File: config.mk
export PLATFORM = sky130hd
export DESIGN_NAME = pipelined_control_unit
export DESIGN_NICKNAME = d
export VERILOG_FILES = /design/src/rtl/ctrl_pkg.sv /design/src/rtl/hazard_unit.sv /design/src/rtl/pipelined_control_unit.sv
export SDC_FILE = /design/constraint.sdc
export NUM_CORES = 1
export LEC_CHECK = 0
export ABC_CLOCK_PERIOD_IN_PS = 6800
export CORE_MARGIN = 2
export CORE_UTILIZATION = 50
export DETAILED_ROUTE_END_ITERATION = 12
export PLACE_DENSITY = 0.86
export RECOVER_POWER = 25
export SLEW_MARGIN = 20
export SYNTH_ARGS = -nofsm -noshare
export SYNTH_HDL_FRONTEND = slang
export SYNTH_SLANG_ARGS = --single-unit
File: constraint.sdc
create_clock -name clk -period 6.8 [get_ports clk]
set_input_delay 1.36 -clock clk [delete_from_list [all_inputs] [get_ports clk]]
set_output_delay 1.36 -clock clk [all_outputs]
set_load 0.05 [all_outputs]
File: src/rtl/ctrl_pkg.sv
// Shared encodings for the pipelined RV32I control unit: opcodes, ALU
// select codes, mux-select encodings and the D->E control bundle.
package ctrl_pkg;

  // RV32I major opcodes (instr[6:0])
  localparam logic [6:0] LOAD   = 7'b0000011;
  localparam logic [6:0] STORE  = 7'b0100011;
  localparam logic [6:0] RTYPE  = 7'b0110011;
  localparam logic [6:0] ITYPE  = 7'b0010011;
  localparam logic [6:0] BRANCH = 7'b1100011;
  localparam logic [6:0] JAL    = 7'b1101111;
  localparam logic [6:0] JALR   = 7'b1100111;
  localparam logic [6:0] LUI    = 7'b0110111;
  localparam logic [6:0] AUIPC  = 7'b0010111;

  // ALU select codes
  localparam logic [3:0] ALU_ADD  = 4'd0;
  localparam logic [3:0] ALU_SUB  = 4'd1;
  localparam logic [3:0] ALU_AND  = 4'd2;
  localparam logic [3:0] ALU_OR   = 4'd3;
  localparam logic [3:0] ALU_XOR  = 4'd4;
  localparam logic [3:0] ALU_SLL  = 4'd5;
  localparam logic [3:0] ALU_SRL  = 4'd6;
  localparam logic [3:0] ALU_SRA  = 4'd7;
  localparam logic [3:0] ALU_SLT  = 4'd8;
  localparam logic [3:0] ALU_SLTU = 4'd9;

  // Immediate format select
  localparam logic [2:0] IMM_I = 3'b000;
  localparam logic [2:0] IMM_S = 3'b001;
  localparam logic [2:0] IMM_B = 3'b010;
  localparam logic [2:0] IMM_J = 3'b011;
  localparam logic [2:0] IMM_U = 3'b100;

  // Write-back result select
  localparam logic [1:0] RES_ALU = 2'b00;
  localparam logic [1:0] RES_MEM = 2'b01;
  localparam logic [1:0] RES_PC4 = 2'b10;

  // Next-PC select
  localparam logic [1:0] PC_PLUS4  = 2'b00;
  localparam logic [1:0] PC_TARGET = 2'b01;
  localparam logic [1:0] PC_ALU    = 2'b10;

  // ALU operand A select
  localparam logic [1:0] SRCA_RS1  = 2'b00;
  localparam logic [1:0] SRCA_PC   = 2'b01;
  localparam logic [1:0] SRCA_ZERO = 2'b10;

  // Forwarding select
  localparam logic [1:0] FWD_RF = 2'b00;
  localparam logic [1:0] FWD_W  = 2'b01;
  localparam logic [1:0] FWD_M  = 2'b10;

  // Control bundle carried from D into E; all-zero is a bubble
  typedef struct packed {
    logic       reg_write;
    logic [1:0] result_src;
    logic       mem_write;
    logic       branch;
    logic       jump;
    logic       jalr;
    logic [3:0] alu_ctrl;
    logic [1:0] alu_src_a;
    logic       alu_src_b;
    logic [2:0] funct3;
    logic       illegal;
  } ctrl_t;

  localparam int CTRL_W = $bits(ctrl_t);

  // ALU op for R/I arithmetic; SUB exists only in R-type, SRA in both
  function automatic logic [3:0] alu_op(input logic [2:0] f3, input logic f7b5,
                                        input logic is_rtype);
    logic [3:0] op;
    case (f3)
      3'b000:  op = (is_rtype && f7b5) ? ALU_SUB : ALU_ADD;
      3'b001:  op = ALU_SLL;
      3'b010:  op = ALU_SLT;
      3'b011:  op = ALU_SLTU;
      3'b100:  op = ALU_XOR;
      3'b101:  op = f7b5 ? ALU_SRA : ALU_SRL;
      3'b110:  op = ALU_OR;
      default: op = ALU_AND;
    endcase
    return op;
  endfunction

  // Branch outcome from the flags of the E-stage SUB (c=1 means no borrow)
  function automatic logic branch_taken(input logic [2:0] f3, input logic z,
                                        input logic n, input logic v, input logic c);
    logic t;
    case (f3)
      3'b000:  t = z;
      3'b001:  t = ~z;
      3'b100:  t = n ^ v;
      3'b101:  t = ~(n ^ v);
      3'b110:  t = ~c;
      3'b111:  t = c;
      default: t = 1'b0;
    endcase
    return t;
  endfunction

endpackage

File: src/rtl/hazard_unit.sv
// Stall, flush and forwarding selects for the 5-stage pipeline.
// Build option FORWARDING_EN: with it, E operands are forwarded from M/W and
// only load-use stalls; without it, any RAW dependency on E or M stalls.
module hazard_unit
  import ctrl_pkg::*;
#(
  parameter int REG_ADDR_W = 5
) (
  input  logic [REG_ADDR_W-1:0] rs1D,
  input  logic [REG_ADDR_W-1:0] rs2D,
  input  logic [REG_ADDR_W-1:0] rs1E,
  input  logic [REG_ADDR_W-1:0] rs2E,
  input  logic [REG_ADDR_W-1:0] rdE,
  input  logic [REG_ADDR_W-1:0] rdM,
  input  logic [REG_ADDR_W-1:0] rdW,
  input  logic                  regWriteE,
  input  logic                  regWriteM,
  input  logic                  regWriteW,
  input  logic                  memToRegE,
  input  logic [1:0]            pcSrcE,
  output logic                  stallF,
  output logic                  stallD,
  output logic                  flushD,
  output logic                  flushE,
  output logic [1:0]            forwardAE,
  output logic [1:0]            forwardBE
);

  logic w_redirect;
  logic w_hazard;

  assign w_redirect = (pcSrcE != PC_PLUS4);

`ifdef FORWARDING_EN
  logic w_unused;
  assign w_unused = regWriteE;

  // Only a load in E can't be forwarded in time
  assign w_hazard = memToRegE && (rdE != '0) && ((rdE == rs1D) || (rdE == rs2D));

  // M result has priority over W since it is the younger write
  always_comb begin
    forwardAE = FWD_RF;
    forwardBE = FWD_RF;
    if (regWriteM && (rdM != '0) && (rdM == rs1E))      forwardAE = FWD_M;
    else if (regWriteW && (rdW != '0) && (rdW == rs1E)) forwardAE = FWD_W;
    if (regWriteM && (rdM != '0) && (rdM == rs2E))      forwardBE = FWD_M;
    else if (regWriteW && (rdW != '0) && (rdW == rs2E)) forwardBE = FWD_W;
  end
`else
  logic w_unused;
  assign w_unused = ^{rs1E, rs2E, rdW, regWriteW, memToRegE};

  // Hold D until producers in E and M have reached W (RF writes before read)
  assign w_hazard = (regWriteE && (rdE != '0) && ((rdE == rs1D) || (rdE == rs2D))) ||
                    (regWriteM && (rdM != '0) && ((rdM == rs1D) || (rdM == rs2D)));
  assign forwardAE = FWD_RF;
  assign forwardBE = FWD_RF;
`endif

  // A redirect makes the D instruction wrong-path, so it overrides any stall
  assign stallF = w_hazard && !w_redirect;
  assign stallD = w_hazard && !w_redirect;
  assign flushD = w_redirect;
  assign flushE = w_redirect || w_hazard;

endmodule

File: src/rtl/pipelined_control_unit.sv
// Control + hazard logic for a 5-stage RV32I pipeline. Decodes in D, carries
// control through E/M/W registers, resolves branches/jumps in E.
// Build option FORWARDING_EN selects operand forwarding (see hazard_unit).
module pipelined_control_unit
  import ctrl_pkg::*;
#(
  parameter int REG_ADDR_W = 5,
  parameter int ALU_CTRL_W = 4   // codes are 4 bits wide; wider buses zero-extend
) (
  input  logic                  clk,
  input  logic                  reset,
  input  logic [6:0]            opcodeD,
  input  logic [2:0]            funct3D,
  input  logic                  funct7b5D,
  input  logic [REG_ADDR_W-1:0] rs1D,
  input  logic [REG_ADDR_W-1:0] rs2D,
  input  logic [REG_ADDR_W-1:0] rdD,
  input  logic                  zeroE,
  input  logic                  negE,
  input  logic                  ovfE,
  input  logic                  carryE,
  output logic [2:0]            immSrcD,
  output logic [ALU_CTRL_W-1:0] aluCtrlE,
  output logic [1:0]            aluSrcAE,
  output logic                  aluSrcBE,
  output logic [1:0]            pcSrcE,
  output logic                  memWriteM,
  output logic                  regWriteW,
  output logic [1:0]            resultSrcW,
  output logic [REG_ADDR_W-1:0] rdW,
  output logic                  stallF,
  output logic                  stallD,
  output logic                  flushD,
  output logic                  flushE,
  output logic [1:0]            forwardAE,
  output logic [1:0]            forwardBE,
  output logic                  illegalE
);

  ctrl_t                 w_ctrlD;
  logic [2:0]            w_immSrcD;
  ctrl_t                 r_ctrlE;
  logic [REG_ADDR_W-1:0] r_rs1E, r_rs2E, r_rdE;
  logic                  r_regWriteM, r_memWriteM;
  logic [1:0]            r_resultSrcM;
  logic [REG_ADDR_W-1:0] r_rdM;
  logic                  r_regWriteW;
  logic [1:0]            r_resultSrcW;
  logic [REG_ADDR_W-1:0] r_rdW;
  logic [1:0]            w_pcSrcE;
  logic                  w_flushE;

  // D-stage decode; unknown opcodes become a bubble flagged as illegal
  always_comb begin
    w_ctrlD   = '0;
    w_immSrcD = IMM_I;
    case (opcodeD)
      LOAD: begin
        w_ctrlD.reg_write  = 1'b1;
        w_ctrlD.result_src = RES_MEM;
        w_ctrlD.alu_src_b  = 1'b1;
      end
      STORE: begin
        w_ctrlD.mem_write = 1'b1;
        w_ctrlD.alu_src_b = 1'b1;
        w_immSrcD         = IMM_S;
      end
      RTYPE: begin
        w_ctrlD.reg_write = 1'b1;
        w_ctrlD.alu_ctrl  = alu_op(funct3D, funct7b5D, 1'b1);
      end
      ITYPE: begin
        w_ctrlD.reg_write = 1'b1;
        w_ctrlD.alu_src_b = 1'b1;
        w_ctrlD.alu_ctrl  = alu_op(funct3D, funct7b5D, 1'b0);
      end
      BRANCH: begin
        w_ctrlD.branch   = 1'b1;
        w_ctrlD.alu_ctrl = ALU_SUB;
        w_ctrlD.funct3   = funct3D;
        w_immSrcD        = IMM_B;
      end
      JAL: begin
        w_ctrlD.jump       = 1'b1;
        w_ctrlD.reg_write  = 1'b1;
        w_ctrlD.result_src = RES_PC4;
        w_immSrcD          = IMM_J;
      end
      JALR: begin
        w_ctrlD.jalr       = 1'b1;
        w_ctrlD.reg_write  = 1'b1;
        w_ctrlD.result_src = RES_PC4;
        w_ctrlD.alu_src_b  = 1'b1;
      end
      LUI: begin
        w_ctrlD.reg_write = 1'b1;
        w_ctrlD.alu_src_a = SRCA_ZERO;
        w_ctrlD.alu_src_b = 1'b1;
        w_immSrcD         = IMM_U;
      end
      AUIPC: begin
        w_ctrlD.reg_write = 1'b1;
        w_ctrlD.alu_src_a = SRCA_PC;
        w_ctrlD.alu_src_b = 1'b1;
        w_immSrcD         = IMM_U;
      end
      default: w_ctrlD.illegal = 1'b1;
    endcase
  end

  // D->E->M->W control registers; a flushed E loads a bubble
  always_ff @(posedge clk or posedge reset) begin
    if (reset) begin
      r_ctrlE      <= '0;
      r_rs1E       <= '0;
      r_rs2E       <= '0;
      r_rdE        <= '0;
      r_regWriteM  <= 1'b0;
      r_memWriteM  <= 1'b0;
      r_resultSrcM <= RES_ALU;
      r_rdM        <= '0;
      r_regWriteW  <= 1'b0;
      r_resultSrcW <= RES_ALU;
      r_rdW        <= '0;
    end else begin
      if (w_flushE) begin
        r_ctrlE <= '0;
        r_rs1E  <= '0;
        r_rs2E  <= '0;
        r_rdE   <= '0;
      end else begin
        r_ctrlE <= w_ctrlD;
        r_rs1E  <= rs1D;
        r_rs2E  <= rs2D;
        r_rdE   <= rdD;
      end
      r_regWriteM  <= r_ctrlE.reg_write;
      r_memWriteM  <= r_ctrlE.mem_write;
      r_resultSrcM <= r_ctrlE.result_src;
      r_rdM        <= r_rdE;
      r_regWriteW  <= r_regWriteM;
      r_resultSrcW <= r_resultSrcM;
      r_rdW        <= r_rdM;
    end
  end

  // E-stage next-PC select: JALR uses the ALU sum, JAL/taken branch PC+imm
  always_comb begin
    w_pcSrcE = PC_PLUS4;
    if (r_ctrlE.jalr)
      w_pcSrcE = PC_ALU;
    else if (r_ctrlE.jump ||
             (r_ctrlE.branch && branch_taken(r_ctrlE.funct3, zeroE, negE, ovfE, carryE)))
      w_pcSrcE = PC_TARGET;
  end

  hazard_unit #(
    .REG_ADDR_W(REG_ADDR_W)
  ) u_hazard (
    .rs1D     (rs1D),
    .rs2D     (rs2D),
    .rs1E     (r_rs1E),
    .rs2E     (r_rs2E),
    .rdE      (r_rdE),
    .rdM      (r_rdM),
    .rdW      (r_rdW),
    .regWriteE(r_ctrlE.reg_write),
    .regWriteM(r_regWriteM),
    .regWriteW(r_regWriteW),
    .memToRegE(r_ctrlE.result_src == RES_MEM),
    .pcSrcE   (w_pcSrcE),
    .stallF   (stallF),
    .stallD   (stallD),
    .flushD   (flushD),
    .flushE   (w_flushE),
    .forwardAE(forwardAE),
    .forwardBE(forwardBE)
  );

  // immSrcD is forced low during reset so every output reads 0 immediately
  assign immSrcD    = reset ? IMM_I : w_immSrcD;
  assign aluCtrlE   = ALU_CTRL_W'(r_ctrlE.alu_ctrl);
  assign aluSrcAE   = r_ctrlE.alu_src_a;
  assign aluSrcBE   = r_ctrlE.alu_src_b;
  assign pcSrcE     = w_pcSrcE;
  assign flushE     = w_flushE;
  assign memWriteM  = r_memWriteM;
  assign regWriteW  = r_regWriteW;
  assign resultSrcW = r_resultSrcW;
  assign rdW        = r_rdW;
  assign illegalE   = r_ctrlE.illegal;

endmodule
=== After elaboration in Yosys (flattened, before gate mapping) ===
Index checks and enable logic that the tools add are counted.

* Input port bits: 32
* Logic and storage cells: 92
* Register bits after elaboration: 40

* Equality and inequality tests: 24
* Reductions and logical operators: 22
* Muxes and demuxes: 23
* Bitwise logic cells: 4

{| class="wikitable"
|+ Operator list
! kind !! count
|-
| 4-bit case mux with 7 select lines || 2
|-
| 3-bit equality test, second input constant || 7
|-
| 7-bit by 6-bit equality test with 1-bit output, second input constant || 3
|-
| 7-bit equality test, second input constant || 3
|-
| 5-bit equality test || 4
|-
| 18-bit two-way mux || 1
|-
| 7-bit by 5-bit equality test with 1-bit output, second input constant || 2
|-
| 3-bit case mux with 4 select lines || 1
|-
| 4-bit case mux with 3 select lines || 1
|-
| 1-bit two-way mux || 11
|-
| 5-bit nonzero test || 2
|-
| 9-bit OR reduction || 1
|-
| 2-bit case mux with 2 select lines || 2
|-
| 7-bit by 2-bit equality test with 1-bit output, second input constant || 1
|-
| 7-bit OR reduction || 1
|-
| 3-bit by 1-bit equality test with 1-bit output, second input constant || 2
|-
| 3-bit by 2-bit equality test with 1-bit output, second input constant || 2
|-
| 1-bit logical AND || 6
|-
| 3-bit zero test || 2
|-
| 3-bit two-way mux || 2
|-
| 1-bit case mux with 6 select lines || 1
|-
| 6-bit OR reduction || 1
|-
| 1-bit logical OR || 5
|-
| 5-bit two-way mux || 1
|-
| 6 further kinds || 9
|}

=== Longest topological paths before layout ===
* Word-level depth: 11
* Mapped depth: 7

=== By module ===
A second synthesis with hierarchy kept.

* Cell total of the unflattened synthesis: 186
* Area, all modules: 2138.3 µm²

{| class="wikitable"
|+ Modules (own cells, without submodules)
! module !! cells each !! area each (µm²) !! instances
|-
| pipelined_control_unit || 142 || 1816.7 || 1
|-
| hazard_unit || 44 || 321.6 || 1
|}

=== Least setup slack after synthesis ===
No wires, ideal clock.

* Path kind: input-to-output
* Start: in opcodeD[3]
* End: out immSrcD[0]
* Arrival: 4.382 ns
* Stages: 3
* Slack: 1.058 ns
* Buffers on the path: 1
* Path through: clkbuf_1 > or3_1 > a2111oi_0

* Longest elaborated chain between the ends: 4

{| class="wikitable"
|+ Ends and longest elaborated chain
! what !! RTL line !! RTL
|-
| start: declaration || pipelined_control_unit.sv:12 || <nowiki>input logic [6:0] opcodeD,</nowiki>
|-
| 7-bit by 5-bit equality test with 1-bit output / 7-bit by 6-bit equality test with 1-bit output (equally long branches) || pipelined_control_unit.sv:57 || <nowiki>case (opcodeD)</nowiki>
|-
| 2-bit OR reduction (no source line) || - ||
|-
| 3-bit case mux with 4 select lines (*) || pipelined_control_unit.sv:57 ||
|-
| 3-bit two-way mux (*) || pipelined_control_unit.sv:181 || <nowiki>assign immSrcD = reset ? IMM_I : w_immSrcD;</nowiki>
|-
| end: declaration || pipelined_control_unit.sv:22 || <nowiki>output logic [2:0] immSrcD,</nowiki>
|}

Every way passes the cells marked *; elsewhere a longest branch is shown, timed or not.

=== Worst setup path after layout ===
* Start: in rs1D[2]
* End: out stallF

* Longest elaborated chain between the ends: 5

{| class="wikitable"
|+ Ends and longest elaborated chain
! what !! RTL line !! RTL
|-
| start: declaration || pipelined_control_unit.sv:15 || <nowiki>input logic [REG_ADDR_W-1:0] rs1D,</nowiki>
|-
| 5-bit equality test (on tied branches) || hazard_unit.sv:55, hazard_unit.sv:56 ||
|-
| 1-bit logical OR (on tied branches) || hazard_unit.sv:55, hazard_unit.sv:56 ||
|-
| 1-bit logical AND (on tied branches) || hazard_unit.sv:55, hazard_unit.sv:56 ||
|-
| 1-bit logical OR (*) || hazard_unit.sv:55 || <nowiki>assign w_hazard = (regWriteE && (rdE != '0) && ((rdE == rs1D) || (rdE == rs2D))) ||</nowiki>
|-
| 1-bit logical AND (*) || hazard_unit.sv:62 || <nowiki>assign stallF = w_hazard && !w_redirect;</nowiki>
|-
| end: declaration || pipelined_control_unit.sv:31 || <nowiki>output logic stallF,</nowiki>
|}

Marks and branches as above.

==> impl_metrics.csv <==
group,metric,value,unit
route,drc,0,
grt,global_route.usage.met2,33.4,%
grt,grt_pass1_vias,1470,
route,wl_per_cell,13.9,µm
route,via_per_inst,5.27,
synthesis,synth_flop_cell,"dfrtp_1",
synthesis,avgSynthCellArea,10.8,µm²
die,die_w,66.8,µm
placement,place_inst,274,
final_layout,final_common_cell,"clkdlybuf4s50_1",
route,final_antenna_net_count,0,
final_layout,instances_no_fill,281,
setup_path,worst_ep_required_time,5.44,ns
grt,grt_overflow,0,
clock_network,root_buffer,"clkbuf_8",
final_layout,drive_gt1_share,6.87,%
sta,max_freq,0.185,GHz
synthesis,yosys.cell_types.count,38,
sta,setup_viol,0,
grt,grt_max_degree,41,
clock_network,h-tree-depth,2,
grt,use_met1,25.6,%
clock_network,postCtsResizedCells,0,
die,core,3720,µm²
route,routed_wirelength,3.90,mm
synthesis,synth-edff-count,0,
clock_network,clkSinkCount,40,
sta,finalCritPeriodShare,79.7,%
sta,fin_setup_tns,0,ns
final_layout,fin_nets,265,
synthesis,yosysWarnings,0,
final_layout,fin_area,2560,µm²
placement,placed_area,2490,µm²
final_layout,post-route-util,68.9,%
sta,maxSlewHeadroom,-30.8,%
grt,busiest_layer,"met2",
setup_path,critPathMaxFanout,14,
final_layout,insertedDiodeCount,0,
placement,place_congestion,0.933,
sta,rsz0062_at_grt,"false",
sta,final_max_slew_viol_count,41,
die,die_h,66.8,µm
sta,worstMarginPinSlew,1.96,ns
clock_network,cts.clk_slew.worst_paths,0.07,ns
clock_network,cts_buffers,5,
die,rows,22,
setup_path,arrival,4.06,ns
grt,antenna_found_initial,0,
run_status,status,"finished, violations left",
setup_path,start_kind,"input port",
sta,skew,0.00169,ns
die,start_util,53.0,%
clock_network,hold_buffers,0,
synthesis,netlist_area,1970,µm²
placement,numPortBuffers,57,
synthesis,seq_area_frac_synth,50.8,%
synthesis,synthCells,183,
route,first_iter_violations,96,
route,dr_total_vias,1481,
flow_run,cap_violations,1,
setup_path,criticalPathCategory,"input port to primary output",
clock_network,cts_setup_buffers,0,
power_and_ir_drop,p_leak,1.10,nW
placement,dp_hpwl,2.92,mm
grt,grt_pass1_wl,6.71,mm
setup_path,end_kind,"primary output",
power_and_ir_drop,ir_drop,0.0757,mV
clock_network,tritoncts,"yes",
die,dieArea,4460,µm²
grt,grtUsageTotal,20.4,%
worst_hold_path,hold_class,"flop to flop",
route,drt-pass1-iter-count,4,
power_and_ir_drop,power-per-cell-area,185,nW/µm²
clock_network,clock_path_buffers,2,
run_status,violations,"capacitance limit, slew limit",
final_layout,layout_common_cells,"clkdlybuf4s50_1, dfrtp_1, nor3_1",
synthesis,synth-seq-cells,40,
sta,period_needed,5.42,ns
sta,final_hold_viol_count,0,
die,io_pins,62,
synthesis,ys_async_sr_fraction,100,%
clock_network,clock_latency,0.28,ns
final_layout,fillers,296,
grt,grt.met3_usage,5.07,%
final_layout,areaGrowthSynthToFinish,30.0,%
## synth_stat cells (2+ instances only)
cell type   n  share of area [%]
nand2b_1    2               0.63
a22oi_1     2               0.76
nor4_1      2               0.63
nand2_1    10                1.9
o211ai_1    2               0.76
nor2b_1     5                1.6
inv_1       7                1.3
dfrtp_1    40                 51
or4_1       3                1.1
buf_4      12                4.6
nor3_1     22                5.6
a21oi_1     5                1.3
or3_1       3               0.95
xor2_1     20                8.9
o21bai_1    2               0.76
nand3_1     5                1.3
o21ai_0     4                1.0
clkbuf_1    4               0.76
nand3b_1    2               0.76
nor2_1     11                2.1
buf_6       2                1.1
nor4_4      2                2.2
## final cells by class
cell class	count	area [µm²]	area share, %
clock buffer	6	72.6	2.83
clock inverter	1	5.00	0.195
multi-input combinational	119	807	31.5
sequential	40	1000	39.1
timing repair buffer	60	589	23.0
tap	48	60.1	2.34
inverter	7	26.3	1.03
## kinds of logic after synthesis
| kind of cell | Yosys count | share of synthesized area, % |
|---|---|---|
| AND/OR/NAND/NOR | 72 | 21.4 |
| flip-flops | 40 | 50.8 |
| buffers and inverters | 27 | 8.83 |
| AO/OA/AOI/OAI | 22 | 8.76 |
| XOR/XNOR | 21 | 10.0 |
| other | 1 | 0.190 |
## where the power goes
part | internal [W] | switching (W)
combinational | 0.0000348 | 0.0000460
sequential | 0.000245 | 0.00000634
clock | 0.0000696 | 0.0000726
## critical path: stages
cell	delay [ns]
clkdlybuf4s50_1	0.46
xor2_1	0.18
nor3_1	0.26
a22oi_1	0.12
o22ai_2	0.61
nor2b_1	0.24
clkdlybuf4s50_1	0.82
## sequential cells by signal, summed over array words and instances, names as in the netlist
register,count
r_ctrlE,10
resultSrcW,2
r_rdM,5
r_rdE,5
aluCtrlE,4
illegalE,1
memWriteM,1
rdW,5
regWriteW,1
aluSrcAE,2
aluSrcBE,1
r_resultSrcM,2
r_regWriteM,1
## per-layer routing
layer	wire, µm	vias to the layer above
met5	0	-
met4	86	0
met3	174	11
met2	1980	47
met1	1660	709
li1	-	714
## path summary, 6_finish.rpt
check,startpoint,end,slack [ns],depth (start not counted)
max,rs1D[2],stallF,1.38,7
min,r_ctrlE[16],r_resultSrcM[1],0.35,0
max reg2reg,r_rdM[2],r_ctrlE[15],4.67,6
min reg2reg,r_ctrlE[16],r_resultSrcM[1],0.35,0
max in group asynchronous,reset,r_rdE[0],3.37,3
min in group asynchronous,reset,illegalE,2.30,3
## through the flow
step,total power (W),setup WS (ns),hold slack (ns)
final,0.000474,1.38,0.349
after CTS,0.000479,1.35,0.353
after floorplan,0.000303,1.06,0.331
after global routing,0.000498,1.22,0.361
after detailed placement,0.000337,1.37,0.336
after global placement,0.000335,1.48,0.334
(Power assumes the default switching activity.)
